## config.mk

```make
export PLATFORM = sky130hd
export DESIGN_NAME = video_timing
export DESIGN_NICKNAME = d
export VERILOG_FILES = /design/src/rtl/video_pkg.sv /design/src/rtl/video_axis_counter.sv /design/src/rtl/video_timing.sv
export SDC_FILE = /design/constraint.sdc
export NUM_CORES = 1
export LEC_CHECK = 0
export CAP_MARGIN = 0
export CORE_UTILIZATION = 45
export CTS_CLUSTER_DIAMETER = 200
export DETAILED_ROUTE_END_ITERATION = 7
export PLACE_DENSITY = 0.77
export SYNTH_ARGS = -nofsm -noshare
export SYNTH_HDL_FRONTEND = slang
export SYNTH_SLANG_ARGS = --single-unit
```

## constraint.sdc

```tcl
create_clock -name hdmi_clk -period 2.1 [get_ports hdmi_clk]
set_input_delay 0.525 -clock hdmi_clk [delete_from_list [all_inputs] [get_ports hdmi_clk]]
set_output_delay 0.525 -clock hdmi_clk [all_outputs]
set_load 0.02 [all_outputs]
```

## src/rtl/video_pkg.sv

```systemverilog
// Shared types and constants for the video timing generator: FSM states,
// coordinate width, default 640x480@60 timing and the colour-bar palette.
package video_pkg;

  localparam int COORD_W   = 11;
  localparam int COORD_MAX = (1 << COORD_W) - 1;

  localparam int DEF_H_ACTIVE = 640;
  localparam int DEF_H_FP     = 16;
  localparam int DEF_H_SYNC   = 96;
  localparam int DEF_H_BP     = 48;
  localparam int DEF_V_ACTIVE = 480;
  localparam int DEF_V_FP     = 10;
  localparam int DEF_V_SYNC   = 2;
  localparam int DEF_V_BP     = 33;

  typedef enum logic [1:0] {
    ST_IDLE,
    ST_RUN,
    ST_STOPPING
  } state_e;

  // Bar order white, yellow, cyan, green, magenta, red, blue, black is the
  // index with R on inverted bit 1, G on inverted bit 2 and B on inverted bit 0.
  function automatic logic [23:0] bar_colour(input logic [2:0] idx);
    return {{8{~idx[1]}}, {8{~idx[2]}}, {8{~idx[0]}}};
  endfunction

endpackage

```

## src/rtl/video_axis_counter.sv

```systemverilog
// One timing axis: position counter with wrap, plus active-window and sync-window
// flags evaluated on the next position so the caller can register them in step.
module video_axis_counter
  import video_pkg::*;
#(
  parameter int TOTAL      = 800,
  parameter int ACTIVE     = 640,
  parameter int SYNC_START = 656,
  parameter int SYNC_END   = 752
) (
  input  logic               hdmi_clk,
  input  logic               reset,
  input  logic               clear,
  input  logic               advance,
  output logic [COORD_W-1:0] count,
  output logic [COORD_W-1:0] count_next,
  output logic               wrap,
  output logic               active_next,
  output logic               sync_next
);

  localparam logic [COORD_W-1:0] LAST_C       = COORD_W'(TOTAL - 1);
  localparam logic [COORD_W-1:0] ACTIVE_C     = COORD_W'(ACTIVE);
  localparam logic [COORD_W-1:0] SYNC_START_C = COORD_W'(SYNC_START);
  localparam logic [COORD_W-1:0] SYNC_END_C   = COORD_W'(SYNC_END);

  assign wrap = (count == LAST_C);

  // NOTE: default assignment first so no path leaves count_next unassigned (no latch).
  always_comb begin
    count_next = count;
    if (clear) begin
      count_next = '0;
    end else if (advance) begin
      count_next = wrap ? '0 : count + COORD_W'(1);
    end
  end

  // NOTE: sequential state uses non-blocking assignments only.
  always_ff @(posedge hdmi_clk or posedge reset) begin
    if (reset) begin
      count <= '0;
    end else begin
      count <= count_next;
    end
  end

  assign active_next = (count_next < ACTIVE_C);
  assign sync_next   = (count_next >= SYNC_START_C) && (count_next < SYNC_END_C);

endmodule

```

## src/rtl/video_timing.sv

```systemverilog
// Video timing generator with IDLE/RUN/STOPPING control; all outputs registered
// together. Define VIDEO_TIMING_PATTERN_EN to build the 8-bar colour test pattern.
module video_timing
  import video_pkg::*;
#(
  parameter int   H_ACTIVE = DEF_H_ACTIVE,
  parameter int   H_FP     = DEF_H_FP,
  parameter int   H_SYNC   = DEF_H_SYNC,
  parameter int   H_BP     = DEF_H_BP,
  parameter int   V_ACTIVE = DEF_V_ACTIVE,
  parameter int   V_FP     = DEF_V_FP,
  parameter int   V_SYNC   = DEF_V_SYNC,
  parameter int   V_BP     = DEF_V_BP,
  parameter logic SYNC_POL = 1'b0
) (
  input  logic               hdmi_clk,
  input  logic               reset,
  input  logic               enable,
  output logic [2:0]         hve_sync,
  output logic [COORD_W-1:0] x,
  output logic [COORD_W-1:0] y,
  output logic               frame_start,
  output logic               line_start,
  output logic               running,
  output logic [23:0]        rgb
);

  localparam int H_TOTAL = H_ACTIVE + H_FP + H_SYNC + H_BP;
  localparam int V_TOTAL = V_ACTIVE + V_FP + V_SYNC + V_BP;

  generate
    if (H_TOTAL > COORD_MAX || V_TOTAL > COORD_MAX) begin : g_total_check
      $error("video_timing: H_TOTAL or V_TOTAL exceeds the 11-bit coordinate range");
    end
  endgenerate

  state_e state, state_next;

  logic               h_wrap, v_wrap, frame_end;
  logic               h_adv, v_adv, cnt_clear, run_next;
  logic               h_act, v_act, h_sync, v_sync;
  logic [COORD_W-1:0] x_next, y_next;

  assign frame_end = h_wrap & v_wrap;

  always_ff @(posedge hdmi_clk or posedge reset) begin
    if (reset) begin
      state <= ST_IDLE;
    end else begin
      state <= state_next;
    end
  end

  // Stopping only completes on the last pixel of a frame, so frames are never cut short.
  always_comb begin
    state_next = state;
    unique case (state)
      ST_IDLE:     if (enable) state_next = ST_RUN;
      ST_RUN:      if (!enable) state_next = ST_STOPPING;
      ST_STOPPING: begin
        if (enable)         state_next = ST_RUN;
        else if (frame_end) state_next = ST_IDLE;
      end
      default:     state_next = ST_IDLE;
    endcase
  end

  always_comb begin
    running   = (state != ST_IDLE);
    run_next  = (state_next != ST_IDLE);
    h_adv     = running;
    v_adv     = running & h_wrap;
    cnt_clear = ~run_next;
  end

  video_axis_counter #(
    .TOTAL      (H_TOTAL),
    .ACTIVE     (H_ACTIVE),
    .SYNC_START (H_ACTIVE + H_FP),
    .SYNC_END   (H_ACTIVE + H_FP + H_SYNC)
  ) u_h_axis (
    .hdmi_clk    (hdmi_clk),
    .reset       (reset),
    .clear       (cnt_clear),
    .advance     (h_adv),
    .count       (x),
    .count_next  (x_next),
    .wrap        (h_wrap),
    .active_next (h_act),
    .sync_next   (h_sync)
  );

  video_axis_counter #(
    .TOTAL      (V_TOTAL),
    .ACTIVE     (V_ACTIVE),
    .SYNC_START (V_ACTIVE + V_FP),
    .SYNC_END   (V_ACTIVE + V_FP + V_SYNC)
  ) u_v_axis (
    .hdmi_clk    (hdmi_clk),
    .reset       (reset),
    .clear       (cnt_clear),
    .advance     (v_adv),
    .count       (y),
    .count_next  (y_next),
    .wrap        (v_wrap),
    .active_next (v_act),
    .sync_next   (v_sync)
  );

  // Flags are computed from the next coordinates so they land on the same edge as x/y.
  always_ff @(posedge hdmi_clk or posedge reset) begin
    if (reset) begin
      hve_sync    <= {1'b0, ~SYNC_POL, ~SYNC_POL};
      frame_start <= 1'b0;
      line_start  <= 1'b0;
    end else begin
      hve_sync    <= {run_next & h_act & v_act,
                      (run_next & v_sync) ? SYNC_POL : ~SYNC_POL,
                      (run_next & h_sync) ? SYNC_POL : ~SYNC_POL};
      frame_start <= run_next && (x_next == '0) && (y_next == '0);
      line_start  <= run_next && (x_next == '0);
    end
  end

`ifdef VIDEO_TIMING_PATTERN_EN
  localparam int BAR_W = (H_ACTIVE / 8 > 0) ? H_ACTIVE / 8 : 1;

  logic [COORD_W-1:0] bar_idx_wide;
  logic [2:0]         bar_idx;

  always_comb begin
    bar_idx_wide = x_next / COORD_W'(BAR_W);
    bar_idx      = (bar_idx_wide > COORD_W'(7)) ? 3'd7 : bar_idx_wide[2:0];
  end

  always_ff @(posedge hdmi_clk or posedge reset) begin
    if (reset) begin
      rgb <= '0;
    end else begin
      rgb <= (run_next & h_act & v_act) ? bar_colour(bar_idx) : '0;
    end
  end
`else
  assign rgb = '0;
`endif

endmodule

```

### Yosys cells after proc, flatten, opt, wreduce, memory -nomap -nowiden

Index checks and enable logic that the tools add are counted.

| storage, ports and cells | value |
|---|---|
| output and inout bits | 52 |
| bits in registers | 29 |
| word-level logic and storage cells | 46 |

| cells by class | value |
|---|---|
| bitwise gates (word level) | 6 |
| reduce and logical (&&, ||, !) cells | 9 |
| $lt $le $gt $ge | 6 |
| add/sub/neg operators | 2 |
| muxes and demuxes | 13 |
| eq/ne operators | 4 |

Operators with widths:

| kind | number |
|---|---|
| $mux W11 | 6 |
| $add A11 B1 Y11 const B | 2 |
| $eq A11 B10 Y1 const B | 2 |
| $logic_not A11 Y1 | 2 |
| $lt A11 B10 Y1 const B | 2 |
| $lt A11 B9 Y1 const B | 2 |
| $ge A11 B10 Y1 const B | 1 |
| $ge A11 B9 Y1 const B | 1 |
| $mux W2 | 4 |
| $and A1 B1 Y1 | 6 |
| $pmux W2 S3 | 1 |
| $logic_and A1 B1 Y1 | 4 |
| $reduce_bool A2 Y1 | 2 |
| $eq A2 B1 Y1 const B | 1 |
| $eq A2 B2 Y1 const B | 1 |
| $logic_not A2 Y1 | 1 |
| $mux W1 | 2 |

### Longest topological paths before layout

| depth | value |
|---|---|
| depth in word-level cells | 11 |
| mapped depth | 9 |
| gate-level depth less buffers | 8 |

### Modules after synthesis

Synthesis repeated with hierarchy kept, for this count alone.

| unflattened totals | value |
|---|---|
| cell total of the unflattened synthesis | 230 |
| area, all modules | 2100.8 sq um |

Modules (own cells, without submodules):

| module | cells an instance | area an instance (sq um) | times used |
|---|---|---|---|
| video_axis_counter at u_h_axis | 91 | 805.8 | 1 |
| video_axis_counter at u_v_axis | 83 | 782.0 | 1 |
| video_timing | 56 | 513.0 | 1 |

### Worst setup path after synthesis

OpenSTA, ideal clock, no wires.

| timing | value |
|---|---|
| path type | register to register |
| start point | register u_h_axis.count[0] |
| end point | register hve_sync[2] |
| data arrival time | 2.215 ns |
| clock period less this slack | 2.360 ns |
| path buffers | 0 |
| stages on the path, launching flop included | 8 |
| path slack | -0.260 ns |
| data required time | 1.956 ns |
| setup time | 0.144 ns |
| path through | dfrtp_1 > ha_1 > o211a_2 > nand3_4 > nor4_4 > xnor2_1 > a311o_1 > nor4b_2 |

| on the way | value |
|---|---|
| longest elaborated chain between the ends | 10 |

Ends and longest elaborated chain:

| what | RTL line | source |
|---|---|---|
| from (decl) | video_axis_counter.sv:15 | `output logic [COORD_W-1:0] count,` |
| from (signal assigned) | video_axis_counter.sv:44 | `count <= count_next;` |
| $eq A11 B10 Y1 | video_axis_counter.sv:27 | `assign wrap = (count == LAST_C);` |
| $and A1 B1 Y1 | video_timing.sv:44 | `assign frame_end = h_wrap & v_wrap;` |
| $mux W2 | video_timing.sv:62 | `else if (frame_end) state_next = ST_IDLE;` |
| $mux W2 | video_timing.sv:61 | `if (enable) state_next = ST_RUN;` |
| $pmux W2 S3 | video_timing.sv:57 | `unique case (state)` |
| $reduce_bool A2 Y1 | video_timing.sv:70 | `run_next = (state_next != ST_IDLE);` |
| $mux W11 | video_axis_counter.sv:32 | `if (clear) begin` |
| $lt A11 B10 Y1 | video_axis_counter.sv:48 | `assign active_next = (count_next < ACTIVE_C);` |
| $and A1 B1 Y1 | video_timing.sv:117 | `hve_sync <= {run_next & h_act & v_act,` |
| $and A1 B1 Y1 * | video_timing.sv:117 |  |
| to (signal assigned) | video_timing.sv:113 | `hve_sync <= {1'b0, ~SYNC_POL, ~SYNC_POL};` |
| to (signal assigned) | video_timing.sv:117 |  |
| to (decl) | video_timing.sv:19 | `output logic [2:0] hve_sync,` |

Every way passes the cells marked *; elsewhere a longest branch is shown, timed or not.

### Worst setup path after layout

| timing | value |
|---|---|
| start point | register state[0] |
| end point | register frame_start |

| on the way | value |
|---|---|
| longest elaborated chain between the ends | 8 |

Ends and longest elaborated chain:

| what | RTL line | source |
|---|---|---|
| from (decl) | video_timing.sv:37 | `state_e state, state_next;` |
| from (signal assigned) | video_timing.sv:50 | `state <= state_next;` |
| $mux W2 | video_timing.sv:62 |  |
| $mux W2 | video_timing.sv:61 |  |
| $pmux W2 S3 | video_timing.sv:57 |  |
| $reduce_bool A2 Y1 | video_timing.sv:70 |  |
| $mux W11 | video_axis_counter.sv:32 |  |
| $logic_not A11 Y1 | video_timing.sv:120 | `frame_start <= run_next && (x_next == '0) && (y_next == '0);` |
| $logic_and A1 B1 Y1 | video_timing.sv:120 |  |
| $logic_and A1 B1 Y1 * | video_timing.sv:120 |  |
| to (signal assigned) | video_timing.sv:120 |  |
| to (decl) | video_timing.sv:22 | `output logic frame_start,` |

Marks and branches as above.

==> impl_metrics.yaml <==
finish:
  final_util_pct: 69.85
  final_common_cell: "buf_4"
  area_growth_pct: 45.15
  final_cell_mix: "buf_4, nor2_1, clkdlybuf4s50_1, conb_1, dfrtp_1"
  fin_nets: 348
  fill_cells: 327
  multi_input_area_sq_um: 1353
  drive_gt1_share_pct: 33.53
  regArea_sq_um: 735.7
  num_antenna_cells: 0
  final_cell_area_sq_um: 3126
floorplan:
  die_x_um: 71.18
  ios: 55
  rows: 24
  initial_core_util_pct: 48.13
  core_area_sq_um: 4474
  die_area_sq_um: 5066
  die_h_um: 71.18
cts:
  clk_latency_ps: 290
  root_buffer: "clkbuf_8"
  path_clk_slew_ps: 70
  cts_buffers: 5
  clkSinkCount: 29
  cts.htree.levels: 2
  cts_tree: "yes"
  clock_path_buffers: 2
hold_path:
  min_path_type: "primary input to async pin"
timing:
  fmax_mhz: 433.9
  rsz0062_at_grt: "yes"
  finalSetupViolations: 3
  final.period_utilization_pct: 109.7
  hold_ws_ps: 619.1
  worstMarginPinSlew_ps: 641.4
  min_period_ps: 2305
  maxSlewViolCount: 0
  relSlewSlack_pct: 57.13
  hold_viol: 0
  finalClockSkew_ps: 6.050
  setup_slack_ps: -204.5
grt:
  grt_max_degree: 30
  overflow: 0
  grt_antenna_before_repair: 0
  grt_pass1_vias: 1814
  grt_pass1_wl_um: 8990
  track_usage_pct: 23.00
yosys:
  syn-instance-count: 249
  yosysSeqAreaShare_pct: 33.82
  syn_area_sq_um: 2153
  async_flop_share_pct: 100.0
  synth_flop_cell: "dfrtp_1"
  synth_cell_type_count: 62
  synth_warnings: 0
  synth.area.top_cells: "dfrtp_1, buf_4, xnor2_1"
  synth-seq-cells: 29
  synth_edf_count: 0
  synth_area_per_cell_sq_um: 8.648
  yosysTopAreaCell: "dfrtp_1"
  yosysTopAreaCellShare_pct: 31.38
critical_path:
  cp_max_fo: 3
  endpoint_kind: "flop"
  required_ps: 2290
  startpoint_type: "flop"
  worstPathArrival_ps: 2500
  setup.worst_path.class: "flop to flop"
placed_design:
  dp_hpwl_um: 4087
  place_area_sq_um: 2779
  routabilityCongestion: 0.8654
  numPortBuffers: 30
  pre_cts_ws_ps: -284.5
run_status:
  outcome: "finished, violations left"
  violations: "design-rule violations, negative setup slack"
run:
  cap_viol_max_count: 0
route:
  routed_wl_um: 6351
  postRouteAntennaNets: 0
  post_drt_wl_per_cell_um: 16.08
  route.vias.total: 2173
  drc: 3
  dr.pass1.iters: 7
  drtIter0Drc: 156
  viasPerCell: 5.501
pwr:
  p_total_mw: 1.678
  leakagePower_nw: 1.384
  vdd_drop_max_mv: 0.3088
  power_density_nw_per_um2: 536.8
==> per-layer routing <==
layer,part of all wire [%],global-route usage (%),vias up,wire length (um)
met4,2.3,8.889,0,146
met1,43,31.65,1048,2727
li1,-,-,1014,-
met3,7.0,4.416,15,445
met2,48,35.77,96,3031
met5,0,0,-,0
==> synth_stat cells, drive strengths merged (2+ instances only) <==
library cell	n
buf	31
nor2	29
dfrtp	27
nand2	19
xnor2	13
nand3	10
nor3	10
inv	9
clkbuf	8
o21ai	7
xor2	7
a21oi	6
nand4	5
nor4	4
or3	4
a31oi	3
and3	3
ha	3
nor4b	3
a21o	2
and2	2
and4bb	2
dfstp	2
mux2	2
mux2i	2
nand4bb	2
nor2b	2
nor3b	2
o21bai	2
o221ai	2
o311a	2
o31ai	2
or2	2
==> logic make-up after synthesis <==
family	share of synthesized area, %
fa+ha+maj	1.743
xor+xnor	8.135
simple gates	28.18
other cells	0.1742
buf+inv	13.65
mux	1.976
compound gates	12.32
flops	33.82
==> final timing paths <==
path | to | from | cells past startpoint | slack (ps)
max | frame_start$_DFF_PP0_ | state[0]$_DFF_PP0_ | 7 | -200
min | line_start$_DFF_PP0_ | reset | 3 | 620
max reg2reg | frame_start$_DFF_PP0_ | state[0]$_DFF_PP0_ | 7 | -200
min reg2reg | u_v_axis.count[9]$_DFF_PP0_ | u_v_axis.count[9]$_DFF_PP0_ | 3 | 680
max in group asynchronous | hve_sync[0]$_DFF_PP1_ | reset | 3 | 1160
min in group hdmi_clk | u_v_axis.count[9]$_DFF_PP0_ | u_v_axis.count[9]$_DFF_PP0_ | 3 | 680
==> flip-flops by register name, indices dropped and copies added, names as in the netlist <==
name,cells
state,2
u_v_axis.count,11
hve_sync,3
frame_start,1
u_h_axis.count,11
line_start,1
==> layout make-up <==
cell class / count / area share, %
well taps: 52 / 2.082
repair buffers: 102 / 27.26
clock buffers: 6 / 2.322
clock inverters: 2 / 0.3203
flip-flops and latches: 29 / 23.54
multi-input cells: 194 / 43.27
inverters: 10 / 1.201
==> where the power goes <==
part	switching (mW)	internal, mW
Sequential	0.0376	0.605
Clock	0.224	0.229
Combinational	0.297	0.285
==> critical path, stage by stage (launching register included) <==
cell and delay, ps:
dfrtp_1 400, buf_6 130, o211ai_1 470, nor3_2 130
or3_1 330, a31oi_1 220, nand4_1 230, nor4b_2 310
==> metrics by stage <==
stage               TNS [ps]  std cells
global placement       -1701        369
finish                -469.0        395
detailed placement     -2197        369
floorplan                  0        272
CTS                   -21.04        381
global route          -766.3        395
==> repair_timing <==
action / CTS / global route
gates cloned: 0 / 1
pin swaps: 7 / 10
buffers inserted: 4 / 13
endpoints found under the setup margin: 3 / 10
hold endpoints to repair: 0 / 0
gates resized for setup: 12 / 16
hold buffers: 0 / 0
(Power assumes the default switching activity.)
